**src/rtl/alu_sequencer_pkg.sv**
```systemverilog
// ============================================================================
// Module   : alu_seq_pkg
// Brief    : Opcodes, FSM states, ALU select encodings and wait-count helper
//            shared by the ALU issue sequencer.
// Revision : 1.0
// ============================================================================
`default_nettype none

package alu_seq_pkg;

  localparam logic [2:0] OP_ADD = 3'd0;
  localparam logic [2:0] OP_SUB = 3'd1;
  localparam logic [2:0] OP_AND = 3'd2;
  localparam logic [2:0] OP_OR  = 3'd3;
  localparam logic [2:0] OP_MUL = 3'd4;
  localparam logic [2:0] OP_DIV = 3'd5;
  localparam logic [2:0] OP_LDA = 3'd6;
  localparam logic [2:0] OP_CLR = 3'd7;

  localparam logic [2:0] SEL_ADD = 3'd0;
  localparam logic [2:0] SEL_SUB = 3'd1;
  localparam logic [2:0] SEL_AND = 3'd2;
  localparam logic [2:0] SEL_OR  = 3'd3;
  localparam logic [2:0] SEL_MUL = 3'd4;
  localparam logic [2:0] SEL_DIV = 3'd5;

  typedef enum logic [1:0] {
    ST_IDLE = 2'd0,
    ST_EXEC = 2'd1,
    ST_WB   = 2'd2
  } state_e;

  function automatic logic [3:0] op_wait(input logic [2:0] op,
                                         input logic [3:0] mul_wait,
                                         input logic [3:0] div_wait);
    case (op)
      OP_MUL:  op_wait = mul_wait;
      OP_DIV:  op_wait = div_wait;
      default: op_wait = 4'd1;
    endcase
  endfunction

  function automatic logic [2:0] op_to_sel(input logic [2:0] op);
    case (op)
      OP_SUB:  op_to_sel = SEL_SUB;
      OP_AND:  op_to_sel = SEL_AND;
      OP_OR:   op_to_sel = SEL_OR;
      OP_MUL:  op_to_sel = SEL_MUL;
      OP_DIV:  op_to_sel = SEL_DIV;
      default: op_to_sel = SEL_ADD;
    endcase
  endfunction

endpackage

`default_nettype wire

```
**src/rtl/alu_sequencer_latency_counter.sv**
```systemverilog
// ============================================================================
// Module   : alu_latency_counter
// Brief    : 4-bit loadable down-counter that flags the final wait cycle.
// Revision : 1.0
// ============================================================================
`default_nettype none

module alu_latency_counter (
  input  logic       clk,
  input  logic       rst,
  input  logic       load,
  input  logic [3:0] load_val,
  output logic       last
);

  logic [3:0] count_q;

  // Free-running decrement that parks at zero, so no separate enable is needed.
  always_ff @(posedge clk) begin
    if (rst) begin
      count_q <= '0;
    end else if (load) begin
      count_q <= load_val;
    end else if (count_q != 4'd0) begin
      count_q <= count_q - 4'd1;
    end
  end

  assign last = (count_q == 4'd1);

endmodule

`default_nettype wire

```
**src/rtl/alu_sequencer.sv**
```systemverilog
// ============================================================================
// Module   : alu_sequencer
// Brief    : Multi-cycle issue controller holding ALU operands stable for a
//            per-op settle window and writing the result back to the acc.
// Revision : 1.0
// ============================================================================
`default_nettype none

module alu_sequencer
  import alu_seq_pkg::*;
#(
  parameter int unsigned MUL_WAIT = 2,
  parameter int unsigned DIV_WAIT = 4
) (
  input  logic       clk,
  input  logic       rst,
  input  logic       cmd_valid,
  output logic       cmd_ready,
  input  logic [2:0] cmd_op,
  input  logic [7:0] cmd_data,
  output logic [7:0] alu_a,
  output logic [7:0] alu_b,
  output logic       alu_sub,
  output logic [2:0] alu_op_select,
  input  logic [7:0] alu_result,
  output logic [7:0] acc,
  output logic       done,
  output logic       err,
  output logic       busy
);

  localparam logic [3:0] C_MUL_WAIT = 4'(MUL_WAIT);
  localparam logic [3:0] C_DIV_WAIT = 4'(DIV_WAIT);

  state_e     state_q, state_d;
  logic [7:0] acc_q, acc_d;
  logic [7:0] b_q, b_d;
  logic [2:0] sel_q, sel_d;
  logic       sub_q, sub_d;
  logic       err_q, err_d;
  logic       w_cnt_load;
  logic [3:0] w_cnt_val;
  logic       w_cnt_last;
  logic       w_xfer;

  alu_latency_counter u_wait_cnt (
    .clk      (clk),
    .rst      (rst),
    .load     (w_cnt_load),
    .load_val (w_cnt_val),
    .last     (w_cnt_last)
  );

  assign cmd_ready     = (state_q == ST_IDLE) && !rst;
  assign w_xfer        = cmd_valid && cmd_ready;
  assign alu_a         = acc_q;
  assign alu_b         = b_q;
  assign alu_sub       = sub_q;
  assign alu_op_select = sel_q;
  assign acc           = acc_q;
  assign done          = (state_q == ST_WB);
  assign err           = (state_q == ST_WB) && err_q;
  assign busy          = (state_q != ST_IDLE);

  always_comb begin
    state_d    = state_q;
    acc_d      = acc_q;
    b_d        = b_q;
    sel_d      = sel_q;
    sub_d      = sub_q;
    err_d      = err_q;
    w_cnt_load = 1'b0;
    w_cnt_val  = 4'd0;
    case (state_q)
      ST_IDLE: begin
        if (w_xfer) begin
          err_d = 1'b0;
          case (cmd_op)
            OP_LDA: begin
              acc_d   = cmd_data;
              state_d = ST_WB;
            end
            OP_CLR: begin
              acc_d   = 8'd0;
              state_d = ST_WB;
            end
            default: begin
              b_d   = cmd_data;
              sel_d = op_to_sel(cmd_op);
              sub_d = (cmd_op == OP_SUB);
              // Divide-by-zero never touches the ALU; retire with the error flag.
              if (cmd_op == OP_DIV && cmd_data == 8'd0) begin
                err_d   = 1'b1;
                state_d = ST_WB;
              end else begin
                w_cnt_load = 1'b1;
                w_cnt_val  = op_wait(cmd_op, C_MUL_WAIT, C_DIV_WAIT);
                state_d    = ST_EXEC;
              end
            end
          endcase
        end
      end
      ST_EXEC: begin
        if (w_cnt_last) begin
          acc_d   = alu_result;
          state_d = ST_WB;
        end
      end
      ST_WB:   state_d = ST_IDLE;
      default: state_d = ST_IDLE;
    endcase
  end

  always_ff @(posedge clk) begin
    if (rst) begin
      state_q <= ST_IDLE;
      acc_q   <= 8'd0;
      b_q     <= 8'd0;
      sel_q   <= 3'd0;
      sub_q   <= 1'b0;
      err_q   <= 1'b0;
    end else begin
      state_q <= state_d;
      acc_q   <= acc_d;
      b_q     <= b_d;
      sel_q   <= sel_d;
      sub_q   <= sub_d;
      err_q   <= err_d;
    end
  end

endmodule

`default_nettype wire

```
**config.mk**
```make
export PLATFORM = sky130hd
export DESIGN_NAME = alu_sequencer
export DESIGN_NICKNAME = d
export VERILOG_FILES = /design/src/rtl/alu_sequencer_pkg.sv /design/src/rtl/alu_sequencer_latency_counter.sv /design/src/rtl/alu_sequencer.sv
export SDC_FILE = /design/constraint.sdc
export NUM_CORES = 1
export LEC_CHECK = 0
export CELL_PAD_IN_SITES_DETAIL_PLACEMENT = 1
export CELL_PAD_IN_SITES_GLOBAL_PLACEMENT = 2
export CORE_UTILIZATION = 25
export DETAILED_ROUTE_END_ITERATION = 7
export GPL_ROUTABILITY_DRIVEN = 0
export PLACE_DENSITY_LB_ADDON = 0.1
export SLEW_MARGIN = 20
export SYNTH_ARGS = -nofsm -noshare
export SYNTH_HDL_FRONTEND = slang
export SYNTH_SLANG_ARGS = --single-unit
```
**constraint.sdc**
```tcl
create_clock -name clk -period 5.84 [get_ports clk]
set_clock_uncertainty 0.05 [all_clocks]
set_input_delay 1.752 -clock clk [delete_from_list [all_inputs] [get_ports clk]]
set_output_delay 1.752 -clock clk [all_outputs]
set_load 0.05 [all_outputs]
```
==> summary.txt, run 1 <==
Timing
  – Worst hold slack: about 420 ps
  – Worst-margin pin slew: between 700 and 800 ps
  – Fmax: 216.0 MHz
  – Count of final hold-check violations: 0
  – Final period util: 79.26%
  – Fin. max-slew vios: 0
  – Slew headroom: 49.42%
  – Worst Slack Setup Final: 1211 ps
  – Final Setup Violations: 0
  – Fin crit period: approximately 4600 ps
  – Fin Setup TNS: 0 ps
  – RSZ-0062 raised after global routing: no

Worst setup path
  – Critical Path Source: rst
  – Worst EP required: 4040 ps
  – Startpoint types: input pin
  – Max FO, Critical Path: 3
  – CP arrival: roughly 2800 ps
  – FF-to-FF Start: state_q[1]
  – Setup Crit Path Kind: input pin to output port
  – R2R Setup Slk: 3600 ps
  – Crit end category: output port

Pwr
  – Clock power frac: 18.8%
  – Leak: 0.6530 nW
  – Comb power frac: 42.5%
  – Sequential power share: between 30% and 40%
  – P_sw: around 0.00024 W
  – Power per cell area: around 310 nW/um^2
  – Int Power: roughly 0.00035 W
  – VDD IR max: 92.56 uV
  – Sw Share: about 40%

Global routing
  – Global Route Usage Sum: between 15 and 20%
  – First-pass GRT wire length: between 6000 and 7000 microns
  – Largest net degree at the start of global routing: 29
  – Initial antenna violation count: 0
  – Total overflow reported by the global router: 0
  – Vias in the first global route: around 1300

Cells and area
  – Area Overhead vs Synth: 42.59%
  – Final non-filler cell total: around 270
  – Reg area: ~540 sq um
  – Diodes inserted: 0
  – Layout cells sized above 1: under 10%
  – Final Instance Area: between 1500 and 2000 sq um
  – Nets@finish: 224
  – Fillers: between 600 and 700
  – Footprint of the multi-input gates: 660.6 sq um
  – Commonest non-fill, non-tap cells in the layout: clkdlybuf4s50_1 (52), dfxtp_1 (27), nand2_1 (25)
  – Most common cell after layout, fill and taps aside: clkdlybuf4s50_1

Placed design
  – Placed standard-cell area: about 1900 sq um
  – Placed Cells: between 200 and 300
  – Worst slack, placed: 1216 ps
  – Hpwl dp: ~3100 microns
  – Port Buf Inserts: 53

Synthesis
  – Yosys warns: 0
  – Synth Instances: 157
  – Yosys reg bits: 27
  – Number of synthesized flops with an enable pin: 0
  – Most common flop cell mapped by yosys: dfxtp_1
  – Mean Syn Cell Area: about 8.5 sq um
  – Asr flop ratio synth: 0%
  – Synth Net Count: around 180
  – Post-synthesis sequential area ratio: 40.53%
  – Synth Cell Area: 1334 sq um
  – Post-synth cell types: 38

Drt
  – Post-DRT Antenna Nets: 0
  – Drt total wl: 4084 microns
  – Via count: around 1300
  – Drt wl/cell: 15.24 microns
  – Initial DRT Pass Iterations: 4
  – Drt initial violations: 35
  – DR vias/cell: between 4 and 5
  – Residual DRC: 0

Hold path
  – Hold Path Class: flip-flop to flip-flop
  – Hold_sp: alu_b[4]

Clocking
  – Number of gates resized after CTS: 0
  – CTS clk-pin slew, worst paths: roughly 100 ps
  – Post-CTS Hold Buffers: 0
  – CTS Sinks: 27
  – Htree depth: 1
  – Clock root buffer: clkbuf_8
  – Setup Buffers After CTS: 0
  – TritonCTS clock tree: built
  – Clock Tree Buf Depth: 2
  – Total CTS buffers: 3
  – Worst skew pair latency: approximately 270 ps

Die
  – Die area: 5631 sq um
  – Die height: 75.04 microns
  – # rows: 26
  – Initial core utilization: a little over a quarter
  – Core Box Area: 5107 sq um
  – Die W: between 70 and 80 microns
  – Total I/O pin count: between 50 and 60

Flow run
  – Maxcap violations: 0

Run status
  – Status: completed
worst paths after layout:
path / end / cells past startpoint
max: cmd_ready / 3
min: alu_b[4] / 2
max reg2reg: u_wait_cnt.count_q[0] / 4
min reg2reg: alu_b[4] / 2
through the flow:
stage	total power, W	utilization (%)
2_1_floorplan	0.0004096	-
3_3_place_gp	0.0004743	36.33
3_5_place_dp	0.0004841	36.33
4_1_cts	0.0005972	37.24
5_1_grt	0.0006279	37.24
6_report	0.0005888	37.24
power groups by stage:
stage / clock network (W) / logic [W] / registers (W)
floorplan: 0 / 0.000149 / 0.000260
global placement: 0 / 0.000244 / 0.000230
detailed placement: 0 / 0.000252 / 0.000232
CTS: 0.000116 / 0.000253 / 0.000228
global route: 0.000122 / 0.000275 / 0.000231
finish: 0.000111 / 0.000250 / 0.000228
synthesized netlist by cell type, types with 2 or more instances:
| cell | count | area, sq um |
|---|---|---|
| inv_1 | 5 | 18.77 |
| clkbuf_1 | 5 | 18.77 |
| or3b_2 | 2 | 17.52 |
| nor2b_1 | 2 | 12.51 |
| nand3_1 | 2 | 10.01 |
| nor4_1 | 3 | 18.77 |
| buf_4 | 8 | 60.06 |
| nor2_1 | 13 | 48.80 |
| a31oi_1 | 2 | 12.51 |
| a211oi_1 | 10 | 75.07 |
| a211oi_2 | 2 | 25.02 |
| a21oi_1 | 12 | 60.06 |
| nand2_1 | 25 | 93.84 |
| ha_1 | 3 | 37.54 |
| dfxtp_1 | 27 | 540.5 |
| o21ai_0 | 4 | 20.02 |
| nor3_1 | 4 | 20.02 |
| a22oi_1 | 8 | 60.06 |
registers in the layout, indices dropped and copies added (netlist names):
name,cells
acc,8
alu_b,8
u_wait_cnt.count_q,4
alu_op_select,3
state_q,2
alu_sub,1
err_q,1
layer usage:
layer / vias up / share of wire (%) / GRT usage [%]
li1: 634 / - / -
met1: 595 / 47 / 19.85
met2: 25 / 49 / 25.53
met3: 2 / 3.6 / 1.874
met4: 0 / 0.69 / 5.031
met5: - / 0 / 0
critical path, stage by stage:
cell and delay (ps):
clkdlybuf4s50_1 440, nor3_1 420, buf_12 210
logic make-up after synthesis:
| family | synth area share (%) |
|---|---|
| compound gates | 23.64 |
| buf+inv | 9.943 |
| xor+xnor | 0.6568 |
| mux | 0.8442 |
| simple gates | 21.58 |
| fa+ha+maj | 2.815 |
| flops | 40.53 |
final cells by class:
type / instances / share of cell area (%)
multi-input cells: 108 / 34.74
flip-flops and latches: 27 / 28.42
inverters: 5 / 0.9868
well taps: 70 / 4.605
clock inverters: 1 / 0.2632
clock buffers: 3 / 2.171
repair buffers: 54 / 28.82
No activity file was read; power rests on OpenSTA's default activity.
==> inputs of run 2 (changes only) <==
--- a/config.mk
+++ b/config.mk
@@ -7,7 +7,7 @@
 export LEC_CHECK = 0
 export CELL_PAD_IN_SITES_DETAIL_PLACEMENT = 1
 export CELL_PAD_IN_SITES_GLOBAL_PLACEMENT = 2
-export CORE_UTILIZATION = 25
+export CORE_UTILIZATION = 23
 export DETAILED_ROUTE_END_ITERATION = 7
 export GPL_ROUTABILITY_DRIVEN = 0
 export PLACE_DENSITY_LB_ADDON = 0.1
==> constraint.sdc (replaced) <==
create_clock -name clk -period 4.4 [get_ports clk]
set_clock_uncertainty 0.05 [all_clocks]
set_input_delay 1.32 -clock clk [delete_from_list [all_inputs] [get_ports clk]]
set_output_delay 1.32 -clock clk [all_outputs]
set_load 0.05 [all_outputs]
==> summary.txt, run 2 (synthesis gave the netlist of run 1 again) <==
Cells and area
  – Commonest non-fill, non-tap cells in the layout: clkdlybuf4s50_1 (52), dfxtp_1 (27), nand2_1 (25)
  – Layout cells sized above 1: 7.500% (+0.43 points)
  – Final Instance Area: 1918 sq um (+0.86%)
  – Nets@finish: 226 (+0.89%)
  – Final non-filler cell total: 272 (+1.5%)
  – Fillers: 672 (+11%)
  – Area Overhead vs Synth: 43.81%
  – Diodes inserted: 0 (unchanged)
  – Most common cell after layout, fill and taps aside: clkdlybuf4s50_1

Placed design
  – Hpwl dp: 3089 microns (-1.2%)
  – Placed Cells: 268 (+1.5%)
  – Placed standard-cell area: 1873 sq um (+0.94%)
  – Port Buf Inserts: 53 (unchanged)

Clocking
  – TritonCTS clock tree: built
  – Setup Buffers After CTS: 0 (unchanged)
  – Total CTS buffers: 3 (unchanged)
  – Htree depth: 1 (unchanged)
  – Number of gates resized after CTS: 0 (unchanged)
  – Worst skew pair latency: 270 ps (about the same)
  – Post-CTS Hold Buffers: 0 (unchanged)
  – CTS Sinks: 27 (unchanged)
  – CTS clk-pin slew, worst paths: 100 ps (about the same)
  – Clock root buffer: clkbuf_8
  – Clock Tree Buf Depth: 2 (unchanged)

Worst setup path
  – R2R Setup Slk: 2250 ps (-1350 ps)
  – Startpoint types: input pin
  – FF-to-FF Start: u_wait_cnt.count_q[1]
  – Max FO, Critical Path: 3 (unchanged)
  – Crit end category: output port
  – Worst R2R Path Depth: 6 (+2)
  – Setup Crit Path Kind: input pin to output port
  – RR Endpoint: acc[0]
  – Worst EP required: 3030 ps (-1010 ps)
  – CP arrival: 2190 ps (-640 ps)

Timing
  – Worst-margin pin slew: 689.8 ps (-61.96 ps)
  – RSZ-0062 raised after global routing: no
  – Fin Setup TNS: 0 ps (unchanged)
  – Count of final hold-check violations: 0 (unchanged)
  – Slew headroom: 53.59% (+4.2 points)
  – Final Setup Violations: 0 (unchanged)
  – Final period util: about four fifths
  – Fin. max-slew vios: 0 (unchanged)
  – Fin crit period: ~3600 ps
  – Fmax: around 280 MHz

Drt
  – Via count: 1256 (unchanged)
  – Residual DRC: 0 (unchanged)
  – Initial DRT Pass Iterations: 4 (unchanged)
  – DR vias/cell: 4.618 (-1.5%)
  – Drt wl/cell: 14.84 microns (-2.6%)
  – Drt initial violations: 40 (+14%)
  – Drt total wl: 4037 microns (-1.2%)
  – Post-DRT Antenna Nets: 0 (unchanged)

Pwr
  – VDD IR max: 112.2 uV (+21%)
  – Power per cell area: 407.9 nW/um^2 (+32%)
  – Leak: 0.6605 nW (+1.1%)

Global routing
  – First-pass GRT wire length: 6548 microns (+3.5%)
  – Initial antenna violation count: 0 (unchanged)
  – Global Route Usage Sum: 13.67% (-1.4 points)
  – Largest net degree at the start of global routing: 29 (unchanged)
  – Vias in the first global route: 1295 (+0.15%)
  – Total overflow reported by the global router: 0 (unchanged)

Hold path
  – End of the worst hold path: alu_b[0]
  – Hold_sp: alu_b[0]
  – Worst hold path depth: 2 (unchanged)
  – Hold Path Class: flip-flop to flip-flop

Die
  – Total I/O pin count: 54 (unchanged)
  – Die W: 78.15 microns (+4.1%)
  – Die area: 6107 sq um (+8.5%)
  – Die height: 78.15 microns (+4.1%)
  – Core Box Area: 5540 sq um (+8.5%)
  – # rows: 27 (+3.8%)
  – Initial core utilization: 24.07% (-2.0 points)

Flow run
  – Maxcap violations: 0 (unchanged)

Run status
  – Status: completed
run 2: changes by cell type in the layout (fill, tap and decap cells not counted):
cell / previous run / this run
buf_4: 1 / 3
clkbuf_1: 0 / 1
clkinv_2: 1 / 0
run 2: how the worst max path moves through the flow:
stage / endpoint / from / slack (ps) / cells past startpoint
floorplan: cmd_ready / rst / 380 / 2
global placement: cmd_ready / rst / 810 / 4
detailed placement: acc[0] / rst / 790 / 6
CTS: cmd_ready / rst / 830 / 4
global route: cmd_ready / rst / 780 / 4
finish: cmd_ready / rst / 840 / 4
run 2: final cells by class:
| cell class | count | area (sq um) | share of cell area [%] |
|---|---|---|---|
| clock buffer | 4 | 45.04 | 2.348 |
| multi-input combinational | 108 | 660.6 | 34.44 |
| timing repair buffer | 56 | 563.0 | 29.35 |
| tap | 72 | 90.09 | 4.697 |
| inverter | 5 | 18.77 | 0.9785 |
| sequential | 27 | 540.5 | 28.18 |
run 2: per-stage QoR:
| step | utilization (%) | worst slack (ps) | hold WS [ps] | power [W] |
|---|---|---|---|---|
| 6_report | 34.62 | 841.9 | 416.8 | 0.0007823 |
| 5_1_grt | 34.62 | 777.9 | 440.7 | 0.0008415 |
| 4_1_cts | 34.62 | 833.7 | 423.4 | 0.0007934 |
| 3_5_place_dp | 33.81 | 790.9 | 398.9 | 0.0006445 |
| 3_3_place_gp | 33.81 | 810.7 | 399.4 | 0.0006355 |
| 2_1_floorplan | - | 380.2 | 399.2 | 0.0005437 |
run 2: critical path: stages:
cell and delay [ps]:
clkdlybuf4s50_1 430, nor3_1 140, buf_4 170, buf_12 130
run 2: per-layer routing:
layer / global-route usage [%] / vias to the layer above / routed length [microns]
met2: 21.67 / 27 / 1864
met1: 18.63 / 587 / 2010
met4: 5.000 / 0 / 55
met5: 0 / - / 0
met3: 2.093 / 5 / 106
li1: - / 637 / -
run 2: where the power goes:
part           leakage (nW)  total (W)  switching (W)  internal (W)
clock                0.0228   0.000146      0.0000812     0.0000650
combinational         0.417   0.000334       0.000202      0.000132
sequential            0.220   0.000302      0.0000263      0.000276
total                 0.660   0.000782       0.000310      0.000473
